$ cat src/rtl/instr_fetch_pkg.sv
// rtl/instr_fetch_pkg.sv - shared constants and types for the instruction fetch stage
package instr_fetch_pkg;

  // Instruction-cycle phases as produced by clockReset
  localparam logic [2:0] CYC_A1 = 3'd0;
  localparam logic [2:0] CYC_A2 = 3'd1;
  localparam logic [2:0] CYC_A3 = 3'd2;
  localparam logic [2:0] CYC_M1 = 3'd3;
  localparam logic [2:0] CYC_M2 = 3'd4;
  localparam logic [2:0] CYC_X1 = 3'd5;
  localparam logic [2:0] CYC_X2 = 3'd6;
  localparam logic [2:0] CYC_X3 = 3'd7;

  // OPR values of the two-word instruction classes
  localparam logic [3:0] OPR_JCN     = 4'h1;
  localparam logic [3:0] OPR_FIM_SRC = 4'h2;
  localparam logic [3:0] OPR_JUN     = 4'h4;
  localparam logic [3:0] OPR_JMS     = 4'h5;
  localparam logic [3:0] OPR_ISZ     = 4'h7;

  typedef enum logic {
    FETCH1 = 1'b0,
    FETCH2 = 1'b1
  } fetch_state_e;

  // How the jump target is formed: full 12-bit from OPA, or same-page from PC+1
  typedef enum logic [1:0] {
    JSEL_NONE = 2'd0,
    JSEL_FULL = 2'd1,
    JSEL_PAGE = 2'd2
  } jump_sel_e;

endpackage

$ cat src/rtl/instr_fetch_if.sv
// rtl/instr_fetch_if.sv - ROM-side inputs and decoder-side outputs of the fetch stage
interface instr_fetch_if;
  logic [2:0]  cycle;
  logic [3:0]  romData;
  logic [11:0] pcAddr;
  logic [3:0]  opr;
  logic [3:0]  opa;
  logic [7:0]  operand;
  logic        twoWord;
  logic        fetchPhase;
  logic        instrValid;
  logic [11:0] jumpAddr;

  modport master (
    output cycle, romData, pcAddr,
    input  opr, opa, operand, twoWord, fetchPhase, instrValid, jumpAddr
  );

  modport slave (
    input  cycle, romData, pcAddr,
    output opr, opa, operand, twoWord, fetchPhase, instrValid, jumpAddr
  );
endinterface

$ cat src/rtl/two_word_detect.sv
// rtl/two_word_detect.sv - classifies a first word as one- or two-word and picks the jump form
module two_word_detect
  import instr_fetch_pkg::*;
(
  input  logic [3:0] opr_i,
  input  logic [3:0] opa_i,
  output logic       two_word_o,
  output jump_sel_e  jump_sel_o
);

  // FIM and SRC share OPR=2; only OPA bit 0 tells them apart
  always_comb begin
    two_word_o = 1'b0;
    jump_sel_o = JSEL_NONE;
    case (opr_i)
      OPR_JCN, OPR_ISZ: begin
        two_word_o = 1'b1;
        jump_sel_o = JSEL_PAGE;
      end
      OPR_JUN, OPR_JMS: begin
        two_word_o = 1'b1;
        jump_sel_o = JSEL_FULL;
      end
      OPR_FIM_SRC: two_word_o = ((opa_i & 4'b0001) == 4'b0000);
      default: ;
    endcase
  end

endmodule

$ cat src/rtl/instr_fetch.sv
// rtl/instr_fetch.sv - assembles ROM nibbles into one- or two-word instructions
module instr_fetch
  import instr_fetch_pkg::*;
(
  input  logic          clk,
  input  logic          rst,
  instr_fetch_if.slave  bus
);

  fetch_state_e state_q;
  logic [3:0]   shadow_q;
  logic [3:0]   opr_q;
  logic [3:0]   opa_q;
  logic [7:0]   operand_q;
  logic         two_word_q;
  logic         valid_q;
  logic [11:0]  jump_q;

  logic [3:0]   det_opr;
  logic [3:0]   det_opa;
  logic         det_two;
  jump_sel_e    det_sel;
  logic [11:0]  jump_d;

  // In FETCH1 the decode looks at the word arriving now; in FETCH2 at the committed first word
  assign det_opr = (state_q == FETCH1) ? shadow_q    : opr_q;
  assign det_opa = (state_q == FETCH1) ? bus.romData : opa_q;

  two_word_detect u_detect (
    .opr_i      (det_opr),
    .opa_i      (det_opa),
    .two_word_o (det_two),
    .jump_sel_o (det_sel)
  );

  // Jump target from the second word; same-page jumps take the page of PC+1 (12-bit wrap)
  always_comb begin
    jump_d = 12'h000;
    case (det_sel)
      JSEL_FULL: jump_d = {opa_q, shadow_q, bus.romData};
      JSEL_PAGE: jump_d = ((bus.pcAddr + 12'd1) & 12'hF00) | {4'h0, shadow_q, bus.romData};
      default:   jump_d = 12'h000;
    endcase
  end

  // Fetch FSM: shadow OPR at M1, commit at M2, drop valid at X3; reset wins over all captures
  always_ff @(posedge clk) begin
    if (rst) begin
      state_q    <= FETCH1;
      shadow_q   <= 4'h0;
      opr_q      <= 4'h0;
      opa_q      <= 4'h0;
      operand_q  <= 8'h00;
      two_word_q <= 1'b0;
      valid_q    <= 1'b0;
      jump_q     <= 12'h000;
    end else begin
      if (bus.cycle == CYC_M1) begin
        shadow_q <= bus.romData;
      end
      if (bus.cycle == CYC_X3) begin
        valid_q <= 1'b0;
      end
      if (bus.cycle == CYC_M2) begin
        case (state_q)
          FETCH1: begin
            opr_q      <= shadow_q;
            opa_q      <= bus.romData;
            two_word_q <= det_two;
            operand_q  <= 8'h00;
            if (det_two) begin
              state_q <= FETCH2;
            end else begin
              valid_q <= 1'b1;
            end
          end
          FETCH2: begin
            operand_q <= {shadow_q, bus.romData};
            jump_q    <= jump_d;
            valid_q   <= 1'b1;
            state_q   <= FETCH1;
          end
        endcase
      end
    end
  end

  assign bus.opr        = opr_q;
  assign bus.opa        = opa_q;
  assign bus.operand    = operand_q;
  assign bus.twoWord    = two_word_q;
  assign bus.fetchPhase = (state_q == FETCH2);
  assign bus.instrValid = valid_q;
  assign bus.jumpAddr   = jump_q;

endmodule
$ cat src/flat_wrapper.sv
// flat-port wrapper written by rule: the top's interface ports become plain ports
module instr_fetch_flat import instr_fetch_pkg::*;
  (clk, rst, bus_cycle, bus_romData, bus_pcAddr, bus_opr, bus_opa, bus_operand, bus_twoWord, bus_fetchPhase, bus_instrValid, bus_jumpAddr);
  instr_fetch_if bus_i ();
  input  logic clk;
  input  logic rst;
  input wire logic [$bits(bus_i.cycle)-1:0] bus_cycle;
  input wire logic [$bits(bus_i.romData)-1:0] bus_romData;
  input wire logic [$bits(bus_i.pcAddr)-1:0] bus_pcAddr;
  output wire logic [$bits(bus_i.opr)-1:0] bus_opr;
  output wire logic [$bits(bus_i.opa)-1:0] bus_opa;
  output wire logic [$bits(bus_i.operand)-1:0] bus_operand;
  output wire logic [$bits(bus_i.twoWord)-1:0] bus_twoWord;
  output wire logic [$bits(bus_i.fetchPhase)-1:0] bus_fetchPhase;
  output wire logic [$bits(bus_i.instrValid)-1:0] bus_instrValid;
  output wire logic [$bits(bus_i.jumpAddr)-1:0] bus_jumpAddr;
  assign bus_i.cycle = bus_cycle;
  assign bus_i.romData = bus_romData;
  assign bus_i.pcAddr = bus_pcAddr;
  assign bus_opr = bus_i.opr;
  assign bus_opa = bus_i.opa;
  assign bus_operand = bus_i.operand;
  assign bus_twoWord = bus_i.twoWord;
  assign bus_fetchPhase = bus_i.fetchPhase;
  assign bus_instrValid = bus_i.instrValid;
  assign bus_jumpAddr = bus_i.jumpAddr;
  instr_fetch u_core (.clk(clk), .rst(rst), .bus(bus_i));
endmodule
$ cat config.mk
export PLATFORM = sky130hd
export DESIGN_NAME = instr_fetch_flat
export DESIGN_NICKNAME = d
export VERILOG_FILES = /design/src/rtl/instr_fetch_pkg.sv /design/src/rtl/instr_fetch_if.sv /design/src/rtl/two_word_detect.sv /design/src/rtl/instr_fetch.sv /design/src/flat_wrapper.sv
export SDC_FILE = /design/constraint.sdc
export NUM_CORES = 1
export LEC_CHECK = 0
export BUFFER_PORTS_ARGS = -buffer_cell sky130_fd_sc_hd__buf_2
export CAP_MARGIN = 25
export CORE_ASPECT_RATIO = 0.7
export CORE_UTILIZATION = 44
export DETAILED_ROUTE_END_ITERATION = 16
export GPL_TIMING_DRIVEN = 0
export PLACE_DENSITY_LB_ADDON = 0.05
export SETUP_SLACK_MARGIN = 0.05
export SYNTH_ARGS = -nofsm -noshare
export SYNTH_HDL_FRONTEND = slang
export SYNTH_SLANG_ARGS = --single-unit
$ cat constraint.sdc
create_clock -name clk -period 2 [get_ports clk]
set_input_delay 0.1 -clock clk [delete_from_list [all_inputs] [get_ports clk]]
set_output_delay 0.1 -clock clk [all_outputs]
set_load 0.02 [all_outputs]
-- Word-level counts from Yosys, hierarchy flattened
Index checks and enable logic that the tools add are counted.
- multiplexer cells: 12
- reduce and logical (&&, ||, !) cells: 6
- $add $sub $neg: 1
- bitwise operators: 2
- equality and inequality tests: 10
- operator list (cell ; count):
    case mux 12 bit (2 select lines) ; 1
    case mux 8 bit (2 select lines) ; 1
    adder 12 x 1 -> 12 bit, second input constant ; 1
    == test 4 x 3 -> 1 bit, second input constant ; 3
    OR 12 x 8 -> 12 bit ; 1
    == test 3 bit, second input constant ; 2
    case mux 1 bit (2 select lines) ; 3
    two-way mux 1 bit ; 5
    == test 4 x 1 -> 1 bit, second input constant ; 1
    == test 4 x 2 -> 1 bit, second input constant ; 1
    zero test 4 bit ; 1
    two-way mux 4 bit ; 1
    case mux 2 bit (2 select lines) ; 1
    AND reduction 2 bit ; 2
    OR reduction 2 bit ; 2
    OR reduction 4 bit ; 1
    == test 3 x 2 -> 1 bit, second input constant ; 1
    == test 2 x 1 -> 1 bit, second input constant ; 1
    == test 2 bit, second input constant ; 1
    inverter 1 bit ; 1
- word-level logic and storage cells: 40
- output and inout port bits: 31
- bits in registers: 35
- input port bits: 21

-- Longest topological paths before layout
Gate-level depths: netlist of the first run.
- word-level depth: 7
- mapped depth: 10

-- By module
From an unflattened synthesis of the first run, not the netlist that was laid out.
- cell total of the unflattened synthesis: 181
- area, all modules: 1589.0 µm²
- by module, submodules not included (module ; cells each ; instances ; seq. area each (µm²) ; area an instance (µm²)):
    instr_fetch ; 173 ; 1 ; 700.7 ; 1526.5
    two_word_detect ; 8 ; 1 ; 0.0 ; 62.6

-- Least setup slack after synthesis of the first run
No wires, ideal clock.
- path type: reg2reg
- start point: register u_core.state_q, in the netlist u_core.bus.fetchPhase
- end point: register u_core.jump_q[8], in the netlist u_core.bus.jumpAddr[8]
- period minus slack after synthesis: 2244 ps
- setup slack: -244 ps
- library setup time: 86 ps
- buffers on the path: 1
- cell stages (with the launch flop): 10
- arrival time: 2158 ps
- path through: dfxtp_1 > buf_4 > mux2i_1 > xnor2_1 > nand2_1 > ha_1 > nand2b_1 > nor4_1 > a221oi_1 > a211oi_1
- cells in the longest elaborated chain, start to end: 6
- elaborated cells on any way between the ends: 12
- those cells by class: 6 x eq/ne; 3 x mux; 3 x reduce/logical
- RTL lines (what ; RTL line ; RTL):
    from (decl) ; instr_fetch.sv:10 ; fetch_state_e state_q;
    from (signal assigned) ; instr_fetch.sv:49 ; state_q <= FETCH1;
    from (signal assigned) ; instr_fetch.sv:72 ; state_q <= FETCH2;
    from (signal assigned) ; instr_fetch.sv:81 ; state_q <= FETCH1;
    two-way mux 4 bit ; n/a ;
    == test 4 x 3 -> 1 bit or == test 4 x 1 -> 1 bit (tied branches) ; two_word_detect.sv:15 ; case (opr_i)
    OR reduction 2 bit ; n/a ;
    case mux 2 bit (2 select lines) ; two_word_detect.sv:15 ;
    == test 2 bit or == test 2 x 1 -> 1 bit (tied branches) ; instr_fetch.sv:39 ; case (det_sel)
    case mux 12 bit (2 select lines) ; instr_fetch.sv:39 ;
    to (signal assigned) ; instr_fetch.sv:79 ; jump_q <= jump_d;
    to (decl) ; instr_fetch.sv:17 ; logic [11:0] jump_q;
Several ways; a longest one is shown, not always the timed one.
A chain may end at the register's enable or synchronous reset.

-- Worst setup path in the final report of the first run
Same ends and word-level chain as after synthesis.

==> results of run 1 <==
Yosys cell counts, drive strengths merged, types with 2 or more instances:
cell,instances
a21oi,22
a22oi,8
and3,3
buf,2
clkbuf,7
dfxtp,35
ha,3
inv,7
mux2i,6
nand2,30
nand2b,3
nand3,9
nand4,2
nand4bb,2
nor2,17
nor3,2
nor4,3
o22ai,3
xnor2,4
worst min-delay path by stage:
stage                   startpoint           endpoint  slack [ns]  cells after the start
floorplan           bus_romData[1]  u_core.bus.opa[1]        0.24                      2
global placement    bus_romData[1]  u_core.bus.opa[1]        0.40                      3
detailed placement  bus_romData[1]  u_core.bus.opa[1]        0.40                      3
CTS                 bus_romData[3]  u_core.bus.opa[3]        0.10                      3
global route        bus_romData[3]  u_core.bus.opa[3]        0.11                      3
finish              bus_romData[3]  u_core.bus.opa[3]        0.11                      3
sequential cells by signal (all words and copies together) (netlist names):
name	flops
u_core.bus.jumpAddr	12
u_core.bus.instrValid	1
u_core.bus.fetchPhase	1
u_core.bus.twoWord	1
u_core.bus.opr	4
u_core.bus.operand	8
u_core.bus.opa	4
u_core.shadow_q	4
layout by cell type, fill, tap and decap left out, types with 2 or more instances in the layout:
cell type	netlist	layout
clkbuf_1	7	7
mux2i_4	0	2
inv_1	7	5
mux2i_1	6	4
nand4_1	2	2
nor2_1	16	15
nor4_1	3	2
a22oi_1	8	3
nand2b_4	0	2
dfxtp_1	35	31
nand4bb_1	2	2
and3_1	3	3
a22oi_2	0	5
dfxtp_2	0	2
o22ai_1	3	3
ha_4	0	2
nand3_1	9	9
buf_2	1	51
inv_2	0	2
a21oi_2	0	2
nand2_1	30	29
a21oi_1	22	20
dfxtp_4	0	2
xnor2_1	4	3
buf_4	1	8
clkbuf_8	0	6
power groups by stage:
stage | logic, µW | registers [µW] | clock network (µW)
finish | 135 | 716 | 512
global route | 145 | 716 | 554
CTS | 123 | 715 | 524
detailed placement | 110 | 729 | 0
global placement | 109 | 729 | 0
floorplan | 58.6 | 732 | 0
kinds of logic (layout without fill, tap and decap cells):
| logic type | count (synthesis) | in the layout | synth area share (%) |
|---|---|---|---|
| flops | 35 | 35 | 45.53 |
| fa+ha+maj | 3 | 3 | 2.439 |
| simple gates | 78 | 78 | 26.26 |
| buf+inv | 16 | 82 | 4.228 |
| xor+xnor | 4 | 4 | 2.276 |
| compound gates | 39 | 39 | 15.37 |
| mux | 6 | 6 | 3.903 |
what timing repair did:
item                                    4_1_cts  5_1_grt
gates resized for setup                      12       21
buffers inserted                              7        3
endpoints found under the setup margin       14       15
pin swaps                                     6        7
cell type report:
| type | count | area (µm²) |
|---|---|---|
| Multi-Input combinational cell | 130 | 957.2 |
| Fill cell | 276 | 1020 |
| Clock buffer | 6 | 82.58 |
| Inverter | 7 | 26.28 |
| Sequential cell | 35 | 710.7 |
| Clock inverter | 1 | 5.005 |
| Timing Repair Buffer | 60 | 341.6 |
| Tap cell | 47 | 58.81 |
| Buffer | 8 | 31.28 |
metal layers:
layer  global-route usage (%)  routed length (µm)
met1                    32.64                2058
met2                    38.32                2033
met3                    5.325                 209
met4                    5.882                  22
met5                        0                   0
worst max-delay path: cells and delay by family (launching register included):
family	cells	cell delay, ns
AND/OR/NAND/NOR	3	0.57
multiplexers	1	0.29
AO/OA/AOI/OAI	2	0.26
adder cells (fa/ha/maj)	1	0.24
XOR/XNOR	1	0.15
flip-flops	1	0.42
metrics by stage:
step                      setup TNS, ns  utilization [%]  hold WS, ns
after floorplan                       0                -       0.2360
after detailed placement         -1.689            58.63       0.3966
final                          -0.01686            68.46       0.1056
after global routing            -0.1190            68.46       0.1090
after global placement          -0.9689            58.63       0.3958
after CTS                      -0.08336            65.25       0.1014
==> impl_metrics.tcl, run 1 <==
set metrics [dict create \
    status "finished, violations left" \
    failed_checks "negative setup slack" \
    crit_fanout 7 \
    grt_first_pass_wirelength_um 6693 \
    max-cap-violations 0 \
    hold_class "in2reg" \
    place_congestion 0.7892 \
    core_area_um2 3233 \
    seq_power_share_pct 52.5 \
    grt_max_degree 11 \
    synthTopCellsByArea "dfxtp_1, nand2_1, a21oi_1" \
    synth-main-ff-cell "dfxtp_1" \
    p_int_uw 1030 \
    p_switching_uw 332.6 \
    reg2reg_depth 8 \
    yosysWarningCount 0 \
    required_ns 2.20 \
    slew_violations 0 \
    r2r_end "u_core.bus.jumpAddr[8]" \
    worstSetupStartpoint "u_core.bus.fetchPhase" \
    async_flop_share_pct 0 \
    hold_viol_final 0 \
    cts_tree "built" \
    timing.fmax_ghz 0.4958 \
    postCtsHoldBufs 0 \
    power.share.combinational_pct 9.9 \
    worstMarginPinSlew_ns 0.6246 \
    drt_iter0_drc 69 \
    start_util_pct 47.60 \
    yosysTopAreaCellShare_pct 45.53 \
    arrival_ns 2.22 \
    rows 17 \
    crit_chain "mux2i_4 > xnor2_2 > nand2_2 > ha_4 > nand2b_4 > nor4_4 > a221oi_2 > a211oi_1" \
    antenna_found_initial 0 \
    cts_buffer_depth 2 \
    cts_buffers 5 \
    critPathLaunchType "flip-flop" \
    insertion_delay_ns 0.28 \
    routed_wl_um 4323 \
    relSlewSlack_pct 58.18 \
    total_power_uw 1363 \
    h-tree-depth 2 \
    grt_use_total_pct 23.90 \
    fin_crit_ns 2.017 \
    syn_nets 205 \
    ys_seq_area_share_pct 45.53 \
    synth_cell_types 35 \
    leakagePower_uw 0.0009442 \
    end_kind "flip-flop" \
    crit_type "reg2reg" \
    hpwl_um 2982 \
    crit_path_max_incr_delay_ns 0.42 \
    peakVddDrop_v 0.0004663 \
    p_clk_share_pct 37.6 \
    postPlaceCellArea_um2 1896 \
    chipHeight_um 51.48 \
    crit_end "u_core.bus.jumpAddr[8]" \
    final_area_um2 2213 \
    post-place-ws_ns -0.1850 \
    via_count 1553 \
    io_buffers 50 \
    power_density_nw_per_um2 615.6 \
    diodes 0 \
    nets 271 \
    drt_drc_violations_left 0 \
    clkTransAtPathRegs_ns 0.07 \
    die_x_um 72.69 \
    die-area_um2 3742 \
    root_buffer "clkbuf_8" \
    syn_avg_cell_area_um2 8.503 \
    first_pass_iters 4 \
    syn_area_um2 1539 \
    ys_ff_latch 35 \
    instances_no_fill 294 \
    wl_per_cell_um 14.70 \
    antenna_left 0 \
    place_inst 278 \
    fin_worst_skew_ns 0.007915 \
    rr_startpoint "u_core.bus.fetchPhase" \
    grt_pass1_vias 1393 \
    grt_overflow_total 0 \
    synth_edf_count 0 \
    period_share_pct 100.8 \
    clkSinkCount 35 \
    post-synth-top-area-cell "dfxtp_1" \
    layout_setup_ws_ns -0.01686 \
    drive_gt1_share_pct 41.30 \
    synth_cells 181 \
    vias_per_cell 5.282 \
    cp_slowest_cell "dfxtp_4" \
    area_growth_pct 43.82 \
    switching_share_pct 24.41 \
    io-pin-count 52 \
    rsz0062_at_grt "true" \
    setup_violations 1 \
    r2r_slack_ns -0.02 \
]
No activity file was read; power rests on OpenSTA's default activity.
==> run 2, diff against run 1 <==
SETUP_SLACK_MARGIN = not set   (was 0.05)
==> impl_metrics.tcl, run 2 (synthesis gave the netlist of run 1 again) <==
set metrics [dict create \
    required_ns 2.21 \
    cp_slowest_cell "dfxtp_4" \
    h-tree-depth 2 \
    crit_path_max_incr_delay_ns 0.43 \
    r2r_end "u_core.bus.jumpAddr[8]" \
    timing.fmax_ghz 0.4964 \
    clkSinkCount 35 \
    die-area_um2 3742 \
    cts_tree "built" \
    hold_viol_final 0 \
    place_congestion 0.7954 \
    rsz0062_at_grt "true" \
    r2r_slack_ns -0.01 \
    final_cell_mix "buf_2, dfxtp_1, nand2_1" \
    crit_cells 8 \
    clkTransAtPathRegs_ns 0.08 \
    io-pin-count 52 \
    rr_startpoint "u_core.bus.fetchPhase" \
    drt_drc_violations_left 0 \
    io_buffers 50 \
    worstMarginPinSlew_ns 0.5890 \
    grt_use_total_pct 23.40 \
    arrival_ns 2.22 \
    die_x_um 72.69 \
    grt_pass1_vias 1387 \
    insertion_delay_ns 0.30 \
    critPathLaunchType "flip-flop" \
    period_share_pct 100.7 \
    root_buffer "clkbuf_8" \
    cts_buffers 5 \
    antenna_left 0 \
    area_growth_pct 37.72 \
    grt_max_degree 12 \
    diodes 0 \
    crit_chain "mux2i_4 > xnor2_1 > nand2_2 > ha_4 > nand2b_4 > nor4_4 > a221oi_2 > a211oi_1" \
    fin_crit_ns 2.014 \
    hold_class "in2reg" \
    grt_first_pass_wirelength_um 6348 \
    first_pass_iters 4 \
    path_buf_inv 0 \
    fin_worst_skew_ns 0.009822 \
    drt_iter0_drc 82 \
    wl_per_cell_um 14.06 \
    max-cap-violations 0 \
    worstSetupStartpoint "u_core.bus.fetchPhase" \
    post-place-ws_ns -0.2009 \
    utilization_pct 65.56 \
    failed_checks "negative setup slack" \
    reg2reg_depth 8 \
    slew_violations 0 \
    grt_overflow_total 0 \
    leakagePower_uw 0.0009118 \
    peakVddDrop_v 0.0004809 \
    power_density_nw_per_um2 636.7 \
    relSlewSlack_pct 60.56 \
    largest_reg_flops 12 \
    vias_per_cell 5.317 \
    crit_fanout 8 \
    crit_end "u_core.bus.jumpAddr[8]" \
    antenna_found_initial 0 \
    tns_ns -0.01443 \
    rows 17 \
    via_count 1558 \
    cp_top_family "simple AND/OR/NAND/NOR gates" \
    status "finished, violations left" \
    nets 269 \
    setup_violations 1 \
    hold_depth 3 \
    hpwl_um 2949 \
    layout_setup_ws_ns -0.01443 \
    layout.cells.most_common "buf_2" \
    routed_wl_um 4119 \
    cts_buffer_depth 2 \
    crit_type "reg2reg" \
    drive_gt1_share_pct 36.18 \
    start_util_pct 47.60 \
    end_kind "flip-flop" \
    core_area_um2 3233 \
    min_from "bus_romData[3]" \
    chipHeight_um 51.48 \
]
==> run 2: final cells by class <==
class / count / area [µm²]
clock inverters: 2 / 12.51
well taps: 47 / 58.81
inverters: 7 / 26.28
flip-flops and latches: 35 / 710.7
multi-input cells: 130 / 893.4
repair buffers: 58 / 314.1
fillers: 311 / 1114
clock buffers: 6 / 72.57
plain buffers: 8 / 31.28
==> run 2: per-layer routing <==
layer  GRT usage, %  share of wire [%]  up-vias
met5              0                  0        -
li1               -                  -      763
met4          10.78                1.5        0
met2          37.69                 47       39
met3          5.917                5.5        9
met1          29.51                 46      747
==> run 2: power by group <==
group          leakage (µW)  internal, µW  switching (µW)
registers          0.000285           703            12.2
clock network     0.0000412           243             264
logic              0.000586          53.2            73.7
total              0.000912           999             350
==> run 2: how the worst min path moves through the flow <==
stage                                    to
after floorplan           u_core.bus.opa[1]
after global placement    u_core.bus.opa[1]
after detailed placement  u_core.bus.opa[1]
after CTS                 u_core.bus.opa[1]
after global routing      u_core.bus.opa[3]
final                     u_core.bus.opa[3]
==> run 2: repair_timing <==
item                                    in CTS  in global routing
setup buffers                                6                  2
hold buffers                                 0                  0
endpoints found under the setup margin      12                 15
pin swaps                                    5                  5
gates resized for setup                     13                 10
==> run 2: per-stage QoR <==
| step | hold slack (ns) | cell area [µm²] | power, µW | cells |
|---|---|---|---|---|
| 2_1_floorplan | 0.2360 | 1574 | 789.0 | 181 |
| 3_3_place_gp | 0.3912 | 1883 | 834.7 | 278 |
| 3_5_place_dp | 0.3924 | 1883 | 838.0 | 278 |
| 4_1_cts | 0.07931 | 2082 | 1354 | 292 |
| 5_1_grt | 0.08420 | 2120 | 1402 | 293 |
| 6_report | 0.08393 | 2120 | 1349 | 293 |
==> run 2: tightest hold or removal path, cell delays in order <==
cell and delay (ns):
buf_2 0.13, nand2_1 0.06, a21oi_1 0.05
==> run 3, diff against run 2 <==
CORE_MARGIN = 2   (was not set)
CORE_UTILIZATION = 49   (was 44)
clock period = 2.11 ns   (was 2 ns; I/O delays follow)
==> impl_metrics.tcl, run 3 (synthesis gave the netlist of run 1 again) <==
set metrics [dict create \
    insertion_delay_ns 0.29 \
    crit_fanout 6 \
    clkSinkCount 35 \
    grt_overflow_total 0 \
    rows 16 \
    status "completed" \
    vias_per_cell 5.527 \
    hold_class "in2reg" \
    core_area_um2 2883 \
    drt_iter0_drc 32 \
    multi_input_area_um2 827.0 \
    io_buffers 50 \
    timing.fmax_ghz 0.4813 \
    hold_viol_final 0 \
    area_growth_pct 30.73 \
    drt_drc_violations_left 0 \
    diodes 0 \
    end_kind "flip-flop" \
    power_density_nw_per_um2 644.8 \
    antenna_left 0 \
    peakVddDrop_v 0.0004147 \
    relSlewSlack_pct 58.34 \
    drive_gt1_share_pct 31.54 \
    grt_use_total_pct 23.69 \
    setup_violations 0 \
    fin_worst_skew_ns 0.006343 \
    via_count 1531 \
    leakagePower_uw 0.0008462 \
    first_pass_iters 4 \
    utilization_pct 69.79 \
    fillers 244 \
    die-area_um2 3612 \
    cts_buffer_depth 2 \
    clkTransAtPathRegs_ns 0.07 \
    io-pin-count 52 \
    fin_crit_ns 2.078 \
    place_congestion 0.8693 \
    largest_reg_flops 12 \
    layout.cells.most_common "buf_2" \
    nets 264 \
    rsz0062_at_grt "true" \
    root_buffer "clkbuf_8" \
    max-cap-violations 0 \
    routed_wl_um 4132 \
    hpwl_um 2947 \
    cts_tree "built" \
    chipHeight_um 50.89 \
    required_ns 2.31 \
    cts_buffers 5 \
    postCtsHoldBufs 0 \
    final_cell_mix "buf_2, dfxtp_1, nand2_1" \
    grt_max_degree 13 \
    h-tree-depth 2 \
    period_share_pct 98.47 \
    critPathLaunchType "flip-flop" \
    seq_area_um2 710.7 \
    antenna_found_initial 0 \
    grt_pass1_vias 1413 \
    hold_slack_ns 0.09484 \
    arrival_ns 2.28 \
    wl_per_cell_um 14.92 \
    crit_type "reg2reg" \
    die_x_um 70.99 \
    start_util_pct 53.39 \
    slew_violations 0 \
    worstMarginPinSlew_ns 0.6221 \
    grt_first_pass_wirelength_um 6534 \
]
==> run 3: layer usage <==
layer | global-route usage, % | routed length [µm]
met5 | 0 | 0
met1 | 30.13 | 1941
met4 | 6.289 | 31
met3 | 7.298 | 205
met2 | 39.56 | 1953
==> run 3: layout make-up <==
cell class              count  share of cell area (%)
plain buffers               8                   1.555
clock buffers               6                   4.104
clock inverters             2                  0.8085
inverters                   7                   1.306
multi-input cells         130                   41.11
flip-flops and latches     35                   35.32
well taps                  36                   2.239
repair buffers             53                   13.56
==> run 3: report_power, final <==
| part | internal, µW | total [µW] | switching (µW) |
|---|---|---|---|
| combinational | 43.4 | 109 | 65.2 |
| clock | 266 | 512 | 245 |
| sequential | 666 | 677 | 11.1 |
==> run 3: worst max-delay path, stage by stage (launching register included) <==
cell and delay, ns:
dfxtp_4 0.42, mux2i_4 0.26, xnor2_1 0.13, nand2_1 0.14, ha_4 0.26, nand2b_1 0.18, nor4_2 0.28, a221oi_1 0.09
a211oi_1 0.24
==> run 3: path summary, 6_finish.rpt <==
path	start	to	slack, ns	cells past startpoint
max	u_core.bus.fetchPhase	u_core.bus.jumpAddr[8]	0.03	8
min	bus_romData[1]	u_core.bus.opa[1]	0.09	3
max reg2reg	u_core.bus.fetchPhase	u_core.bus.jumpAddr[8]	0.03	8
min reg2reg	u_core.bus.instrValid	u_core.bus.instrValid	0.45	2
==> run 3: repair_timing <==
action / 4_1_cts / 5_1_grt
setup endpoints to repair: 12 / 12
pin swaps: 1 / 2
buffers inserted: 2 / 1
gates resized for setup: 4 / 6
==> run 3: stage by stage <==
stage	total power, µW	area, µm²	TNS (ns)	std cells	setup WS, ns
2_1_floorplan	745.5	1550	0	181	0.02768
4_1_cts	1300	1978	0	276	0.001229
3_5_place_dp	792.0	1846	-0.4151	267	-0.08625
3_3_place_gp	787.9	1846	-0.08908	267	-0.06823
6_report	1297	2012	0	277	0.03233
5_1_grt	1345	2012	-0.1649	277	-0.06887
